$ cat config.mk
export PLATFORM = sky130hd
export DESIGN_NAME = pulse_channel
export DESIGN_NICKNAME = d
export VERILOG_FILES = /design/src/rtl/pulse_channel.sv
export SDC_FILE = /design/constraint.sdc
export NUM_CORES = 1
export LEC_CHECK = 0
export CORE_MARGIN = 2
export CORE_UTILIZATION = 50
export DETAILED_ROUTE_END_ITERATION = 7
export PLACE_DENSITY = 0.77
export SYNTH_ARGS = -nofsm -noshare
export SYNTH_HDL_FRONTEND = slang
export SYNTH_SLANG_ARGS = --single-unit
$ cat constraint.sdc
create_clock -name apu_clk -period 1.95 [get_ports apu_clk]
set_input_delay 0.4875 -clock apu_clk [delete_from_list [all_inputs] [get_ports apu_clk]]
set_output_delay 0.4875 -clock apu_clk [all_outputs]
set_load 0.1 [all_outputs]
$ cat src/rtl/pulse_channel.sv
// pulse_channel: square-wave APU voice with duty sequencer, envelope, length counter.
// Define PULSE_SWEEP_EN to build the sweep unit and its overflow mute.
module pulse_channel #(
  parameter int TIMER_W  = 11,
  parameter int VOL_W    = 4,
  parameter bit NEG_ONES = 1'b0
) (
  input  logic                    apu_clk,
  input  logic                    rst_n,
  input  logic                    qtr_tick,
  input  logic                    hlf_tick,
  input  logic                    wr_en,
  input  logic [1:0]              wr_addr,
  input  logic [7:0]              wr_data,
  input  logic                    chan_en,
  output logic signed [VOL_W:0]   pulse_out,
  output logic                    active
);

  function automatic logic [7:0] length_lookup(input logic [4:0] idx);
    logic [7:0] len;
    case (idx)
      5'd0:    len = 8'd10;
      5'd1:    len = 8'd254;
      5'd2:    len = 8'd20;
      5'd3:    len = 8'd2;
      5'd4:    len = 8'd40;
      5'd5:    len = 8'd4;
      5'd6:    len = 8'd80;
      5'd7:    len = 8'd6;
      5'd8:    len = 8'd160;
      5'd9:    len = 8'd8;
      5'd10:   len = 8'd60;
      5'd11:   len = 8'd10;
      5'd12:   len = 8'd14;
      5'd13:   len = 8'd12;
      5'd14:   len = 8'd26;
      5'd15:   len = 8'd14;
      5'd16:   len = 8'd12;
      5'd17:   len = 8'd16;
      5'd18:   len = 8'd24;
      5'd19:   len = 8'd18;
      5'd20:   len = 8'd48;
      5'd21:   len = 8'd20;
      5'd22:   len = 8'd96;
      5'd23:   len = 8'd22;
      5'd24:   len = 8'd192;
      5'd25:   len = 8'd24;
      5'd26:   len = 8'd72;
      5'd27:   len = 8'd26;
      5'd28:   len = 8'd16;
      5'd29:   len = 8'd28;
      5'd30:   len = 8'd32;
      default: len = 8'd30;
    endcase
    return len;
  endfunction

  function automatic logic [7:0] duty_pattern(input logic [1:0] sel);
    logic [7:0] pat;
    case (sel)
      2'd0:    pat = 8'b0000_0010;
      2'd1:    pat = 8'b0000_0110;
      2'd2:    pat = 8'b0001_1110;
      default: pat = 8'b1111_1001;
    endcase
    return pat;
  endfunction

  logic               wr0, wr2, wr3;
  logic [7:0]         reg0;
  logic [TIMER_W-1:0] period;
  logic [TIMER_W-1:0] timer;
  logic [2:0]         seq_idx;
  logic [7:0]         length;
  logic               env_start;
  logic [3:0]         env_div;
  logic [VOL_W-1:0]   decay;
  logic [VOL_W-1:0]   volume;
  logic [7:0]         pattern;
  logic               duty_bit;
  logic               mute;
  logic [10:0]        hi_merge;
  logic signed [VOL_W:0] vol_signed;

  assign wr0 = wr_en && (wr_addr == 2'd0);
  assign wr2 = wr_en && (wr_addr == 2'd2);
  assign wr3 = wr_en && (wr_addr == 2'd3);

  // A reg-3 write replaces only the high period bits and keeps the live low byte.
  assign hi_merge = {wr_data[2:0], period[7:0]};

`ifdef PULSE_SWEEP_EN
  logic               wr1;
  logic [7:0]         reg1;
  logic [2:0]         swp_div;
  logic               swp_reload;
  logic [TIMER_W:0]   period_x;
  logic [TIMER_W:0]   change;
  logic [TIMER_W:0]   target;
  logic               swp_mute;

  assign wr1      = wr_en && (wr_addr == 2'd1);
  assign period_x = {1'b0, period};
  assign change   = period_x >> reg1[2:0];
  assign target   = reg1[3] ? (period_x - change - {{TIMER_W{1'b0}}, NEG_ONES})
                            : (period_x + change);
  assign swp_mute = !reg1[3] && target[TIMER_W];
  assign mute     = (period[TIMER_W-1:3] == '0) || swp_mute;
`else
  assign mute     = (period[TIMER_W-1:3] == '0);
`endif

  // Register file; a same-cycle write overrides any sweep update of the period.
  always_ff @(posedge apu_clk or negedge rst_n) begin
    if (!rst_n) begin
      reg0   <= '0;
      period <= '0;
`ifdef PULSE_SWEEP_EN
      reg1       <= '0;
      swp_div    <= '0;
      swp_reload <= 1'b0;
`endif
    end else begin
`ifdef PULSE_SWEEP_EN
      if (hlf_tick) begin
        if ((swp_div == 3'd0) && reg1[7] && (reg1[2:0] != 3'd0) && !mute)
          period <= target[TIMER_W-1:0];
        if ((swp_div == 3'd0) || swp_reload) begin
          swp_div    <= reg1[6:4];
          swp_reload <= 1'b0;
        end else begin
          swp_div <= swp_div - 3'd1;
        end
      end
      if (wr1) begin
        reg1       <= wr_data;
        swp_reload <= 1'b1;
      end
`endif
      if (wr0) reg0 <= wr_data;
      if (wr2) period[7:0] <= wr_data;
      if (wr3) period <= hi_merge[TIMER_W-1:0];
    end
  end

  always_ff @(posedge apu_clk or negedge rst_n) begin
    if (!rst_n) begin
      timer   <= '0;
      seq_idx <= '0;
    end else begin
      if (timer != '0) begin
        timer <= timer - TIMER_W'(1);
      end else begin
        timer   <= period;
        seq_idx <= seq_idx - 3'd1;
      end
      if (wr3) seq_idx <= '0;
    end
  end

  // Envelope; a start request raised in the same cycle survives to the next tick.
  always_ff @(posedge apu_clk or negedge rst_n) begin
    if (!rst_n) begin
      env_start <= 1'b0;
      env_div   <= '0;
      decay     <= '0;
    end else begin
      if (qtr_tick) begin
        if (env_start) begin
          env_start <= 1'b0;
          decay     <= '1;
          env_div   <= reg0[3:0];
        end else if (env_div == 4'd0) begin
          env_div <= reg0[3:0];
          if (decay != '0) decay <= decay - VOL_W'(1);
          else if (reg0[5]) decay <= '1;
        end else begin
          env_div <= env_div - 4'd1;
        end
      end
      if (wr3) env_start <= 1'b1;
    end
  end

  always_ff @(posedge apu_clk or negedge rst_n) begin
    if (!rst_n) begin
      length <= '0;
    end else if (!chan_en) begin
      length <= '0;
    end else if (wr3) begin
      length <= length_lookup(wr_data[7:3]);
    end else if (hlf_tick && (length != 8'd0) && !reg0[5]) begin
      length <= length - 8'd1;
    end
  end

  assign volume     = reg0[4] ? VOL_W'(reg0[3:0]) : decay;
  assign vol_signed = $signed({1'b0, volume});
  assign pattern    = duty_pattern(reg0[7:6]);
  assign duty_bit   = pattern[seq_idx];
  assign active     = (length != 8'd0);

  always_ff @(posedge apu_clk or negedge rst_n) begin
    if (!rst_n) begin
      pulse_out <= '0;
    end else if (mute || (length == 8'd0)) begin
      pulse_out <= '0;
    end else if (duty_bit) begin
      pulse_out <= vol_signed;
    end else begin
      pulse_out <= -vol_signed;
    end
  end

endmodule
## Yosys cells after proc, flatten, opt, wreduce, memory -nomap -nowiden

Memories as Yosys holds them, arrays and structs flattened.
Index checks and enable logic that the tools add are counted.

| storage, ports and cells | value |
|---|---|
| memories kept | 1 |
| input bits | 16 |
| output and inout bits | 6 |
| bits in read-only memories | 224 |
| bits in registers | 55 |

| cells by class | value |
|---|---|
| equal/unequal tests | 6 |
| multiplexer cells | 20 |
| reductions and logical operators | 20 |
| $lt $le $gt $ge | 1 |
| $add $sub $neg | 6 |
| bitwise logic cells | 1 |

Memory list:

| name | words | bits a word | read ports | clocked after memory_dff | wr ports | RTL line | source |
|---|---|---|---|---|---|---|---|
| (name not given) | 32 | 7 | 1 | 0 | 0 | 22 | `case (idx)` |

Operators by type and width:

| kind | count |
|---|---|
| 2-to-1 mux 4 bit | 7 |
| 2-to-1 mux 8 bit | 3 |
| one-hot mux 8 bit (3 select lines) | 1 |
| zero test 8 bit | 2 |
| 2-to-1 mux 11 bit | 1 |
| nonzero test 11 bit | 1 |
| subtractor 11 x 1 -> 11 bit (second input constant) | 1 |
| 2-to-1 mux 5 bit | 2 |
| nonzero test 8 bit | 1 |
| subtractor 4 x 1 -> 4 bit (second input constant) | 2 |
| subtractor 8 x 1 -> 8 bit (second input constant) | 1 |
| equality test 2 bit (second input constant) | 3 |
| 2-to-1 mux 3 bit | 2 |
| logical AND 1 bit | 5 |
| negator 4 -> 5 bit | 1 |
| zero test 2 bit | 2 |
| zero test 4 bit | 1 |
| less-than comparator 3 x 4 -> 1 bit (second input constant) | 1 |
| nonzero test 2 bit | 2 |
| nonzero test 4 bit | 1 |
| binary-select mux 1 bit (select 3 bit) | 1 |
| 2-to-1 mux 1 bit | 3 |
| != test 3 x 1 -> 1 bit (second input constant) | 1 |
| AND reduction 3 bit | 1 |
| other kinds (8) | 8 |

## Logic depth before layout (Yosys ltp)

| depth | value |
|---|---|
| depth in word-level cells | 6 |
| mapped depth | 7 |
| mapped depth without buffers | 7 |

## Least setup slack after synthesis

OpenSTA, ideal clock, no wires.

| path | value |
|---|---|
| path kind | register to register |
| start point | reg length[0] |
| end point | reg pulse_out[4] |
| arrival time | 2.165 ns |
| required time | 1.830 ns |
| buffers on the path | 0 |
| path slack | -0.334 ns |
| stages on the path, launching flop included | 7 |
| cell sequence | dfrtp_1 > inv_1 > ha_1 > nor3b_1 > nand2_1 > nand2_1 > and3b_1 |

| between the ends | value |
|---|---|
| cells in the longest elaborated chain, start to end | 3 |

RTL lines:

| what | RTL line | source |
|---|---|---|
| start: declaration | 75 | `logic [7:0] length;` |
| start signal: assignment | 192 | `length <= length_lookup(wr_data[7:3]);` |
| start signal: assignment | 194 | `length <= length - 8'd1;` |
| zero test 8 bit | 207 | `end else if (mute \|\| (length == 8'd0)) begin` |
| logical OR 1 bit | 207 |  |
| 2-to-1 mux 5 bit | 207 |  |
| end signal: assignment | 210 | `pulse_out <= vol_signed;` |
| end signal: assignment | 212 | `pulse_out <= -vol_signed;` |
| end: declaration | 16 | `output logic signed [VOL_W:0] pulse_out,` |

No other way between the ends.
A chain may end at the register's enable or synchronous reset.

## Worst setup path after layout

| path | value |
|---|---|
| start point | reg length[1] |
| end point | out active |

| between the ends | value |
|---|---|
| cells in the longest elaborated chain, start to end | 1 |

RTL lines:

| what | RTL line | source |
|---|---|---|
| nonzero test 8 bit | 202 | `assign active = (length != 8'd0);` |
| end: declaration | 17 | `output logic active` |

No other way between the ends.

==> qor.txt <==
H-tree depth - 2
global route overflow - 0
synth-to-layout area growth - 26.5%
DR iter-0 viols - 162
Synth Area in Compound Gates - 16.8%
share of synthesized area spent on multiplexers - 7.58%
count leader, synth - dfrtp_1
status - finished, violations left
post-DP HPWL - 4.93 mm
worst endpoint required time - 1460 ps
Final Hold Fails - 0
Via density - 5.70
Worst Skew - 13.1 ps
Min Hold Slack - 149 ps
1st-pass router iterations - 5
Total Nets Final - 422
Final Power - 4.97 mW
Seq/Total Area, Yosys - 43.7%
DP Area - 3770 µm²
clk_lat worst skew - 320 ps
critical path class - reg -> out
core area - 5990 µm²
leading area contributor after synthesis - dfrtp_1
standard-cell rows - 28
final worst-path setup slack - -5.42 ps
top post-synthesis cells by area - dfrtp_1 44%, ha_1 6.0%, nand2_1 5.0%
Die Y - 83.4 µm
clock slew at reported path FFs - 110 ps
Final Util - 66.6%
post-synth top area share - 43.7%
final wirelength - 6.76 mm
post-synth net total - 361
main combinational cell family by area after synthesis - simple AND/OR/NAND/NOR gates
failing checks - setup timing
Yosys cell types - 58
Initial Util - 52.6%
vias in the first global route - 2525
max frequency - 0.511 GHz
Max-Slew Margin vs Limit - 73.3%
Clock Root Buffer - clkbuf_8
Die Area - 6960 µm²
RSZ-0062 raised after global routing - yes
Power per Cell Area - 1250 nW/µm²
Synth Area in Adders - 5.95%
final period utilization - 100%
Slew @ Worst Pin - 401 ps
# DRC - 0
largest net degree at the start of global routing - 56
EDFF count, synth - 0
Static Leakage - 1.80 nW
Max-Cap Viols - 0
CP endpoint kind - primary output
ys async rst share - 100%
cts hold-fix bufs - 0
placed cell count - 450
final antenna-violating net count - 0
deepest clock path buffer count - 2
Antenna diodes - 0
share of cells above drive strength 1 - 24.0%
first-pass GRT wire length - 11.6 mm
post-synthesis sequential element count - 55
Vias - 2664
Setup Total Neg Slack - -5.42 ps
fin area - 3990 µm²
fraction of the mapped netlist area in simple logic gates - 18.1%
XOR/XNOR Fraction of Synth Area - 3.61%
TritonCTS buffer count - 5
Tot GR Track Use - 20.1%
initial antenna violation count - 0
drt wl/cell - 14.5 µm
minimum clock period - 1960 ps
CP arrival - 1470 ps
CP startpoint kind - flop
TritonCTS clock tree - built
Mapped Area - 3150 µm²
Post-synth top flop - dfrtp_1
Post-Syn Instances - 330
PortBufs - 21
RePlAce Congestion - 0.927
Max Slew Vio Count - 0
Ports - 22
yosys warns - 0
HP Class - in -> async
CTS sink count - 55
Setup Viol. Count Final - 1
synth cell count leaders - 55 x dfrtp_1, 42 x nand2_1, 30 x o21ai_0
worst-path maximum fanout - 3
Final Instance Count excl. Fillers - 467
Avg Inst Size Synth - 9.55 µm²
Place WS - -307 ps
Die W - 83.4 µm
peak supply drop - 0.916 mV
[what timing repair did]
item | 4_1_cts | 5_1_grt
endpoints found under the setup margin | 9 | 18
setup buffers | 4 | 5
gates cloned | 0 | 0
gates resized for setup | 5 | 9
pin swaps | 1 | 5
[final timing paths]
check,start,cells past startpoint,slack [ps],endpoint
min reg2reg,period[0],2,500,timer[0]
max,length[1],6,-5,active
max reg2reg,reg0[6],7,100,pulse_out[1]
max in group asynchronous,rst_n,2,1530,length[4]
min,rst_n,2,150,period[9]
min in group apu_clk,period[0],2,500,timer[0]
[registers in the layout, summed over array words and instances (netlist names)]
name and cells:
env_div 4, period 11, seq_idx 3, pulse_out 5
env_start 1, reg0 8, timer 11, decay 4
length 8
[power breakdown]
part           internal, mW  switching [mW]  total [mW]
sequential             1.50           0.370        1.87
combinational          1.07            1.25        2.32
clock                 0.387           0.392       0.780
[cells in the final DEF (no fill, tap or decap), types with 2 or more instances in the layout]
cell and n:
a21oi_1 18, clkbuf_8 5, nor3b_2 2, buf_12 8, xnor2_1 7, and3_1 5
buf_4 44, nor4b_1 3, a31oi_1 3, clkdlybuf4s50_1 12, o211ai_1 3, mux2_2 13
o21a_1 2, inv_1 16, nor2_1 19, dfrtp_1 54, o21ai_0 30, a211oi_1 3
inv_2 3, nand3_1 7, nand3b_1 2, o31ai_1 4, nand2_1 41, dlymetal6s2s_1 2
xor2_1 6, nand4_1 2, nor3_1 4, ha_1 14, a21o_1 2, mux2i_1 7
nor4_1 3, o21bai_1 2, nor3b_1 3, nor2b_1 5, or3_1 3
[per-layer routing]
layer | part of all wire, % | global-route usage, %
met1 | 46 | 27.7
met2 | 49 | 32.8
met3 | 4.2 | 3.38
met4 | 1.4 | 6.01
met5 | 0 | 0
[area by class of cell]
type / instances / area (µm²)
Tap cell: 75 / 93.8
Fill cell: 443 / 2000
Clock inverter: 3 / 46.3
Inverter: 19 / 71.3
Sequential cell: 55 / 1380
Clock buffer: 5 / 68.8
Multi-Input combinational cell: 242 / 1680
Timing Repair Buffer: 68 / 652
[critical path, cell delays in order (launching register included)]
cell     delay [ps]
dfrtp_1         390
inv_1            60
ha_2            180
nor3b_2         160
buf_4           150
nand2_4          60
buf_12          160
[cells by family (layout without fill, tap and decap cells)]
logic type      Yosys count  count (layout)
compound gates           84              84
xor+xnor                 13              13
fa+ha+maj                15              15
buf+inv                  33              95
flops                    55              55
mux                      21              21
simple gates            109             109
Power figures use the tool's default switching activity.
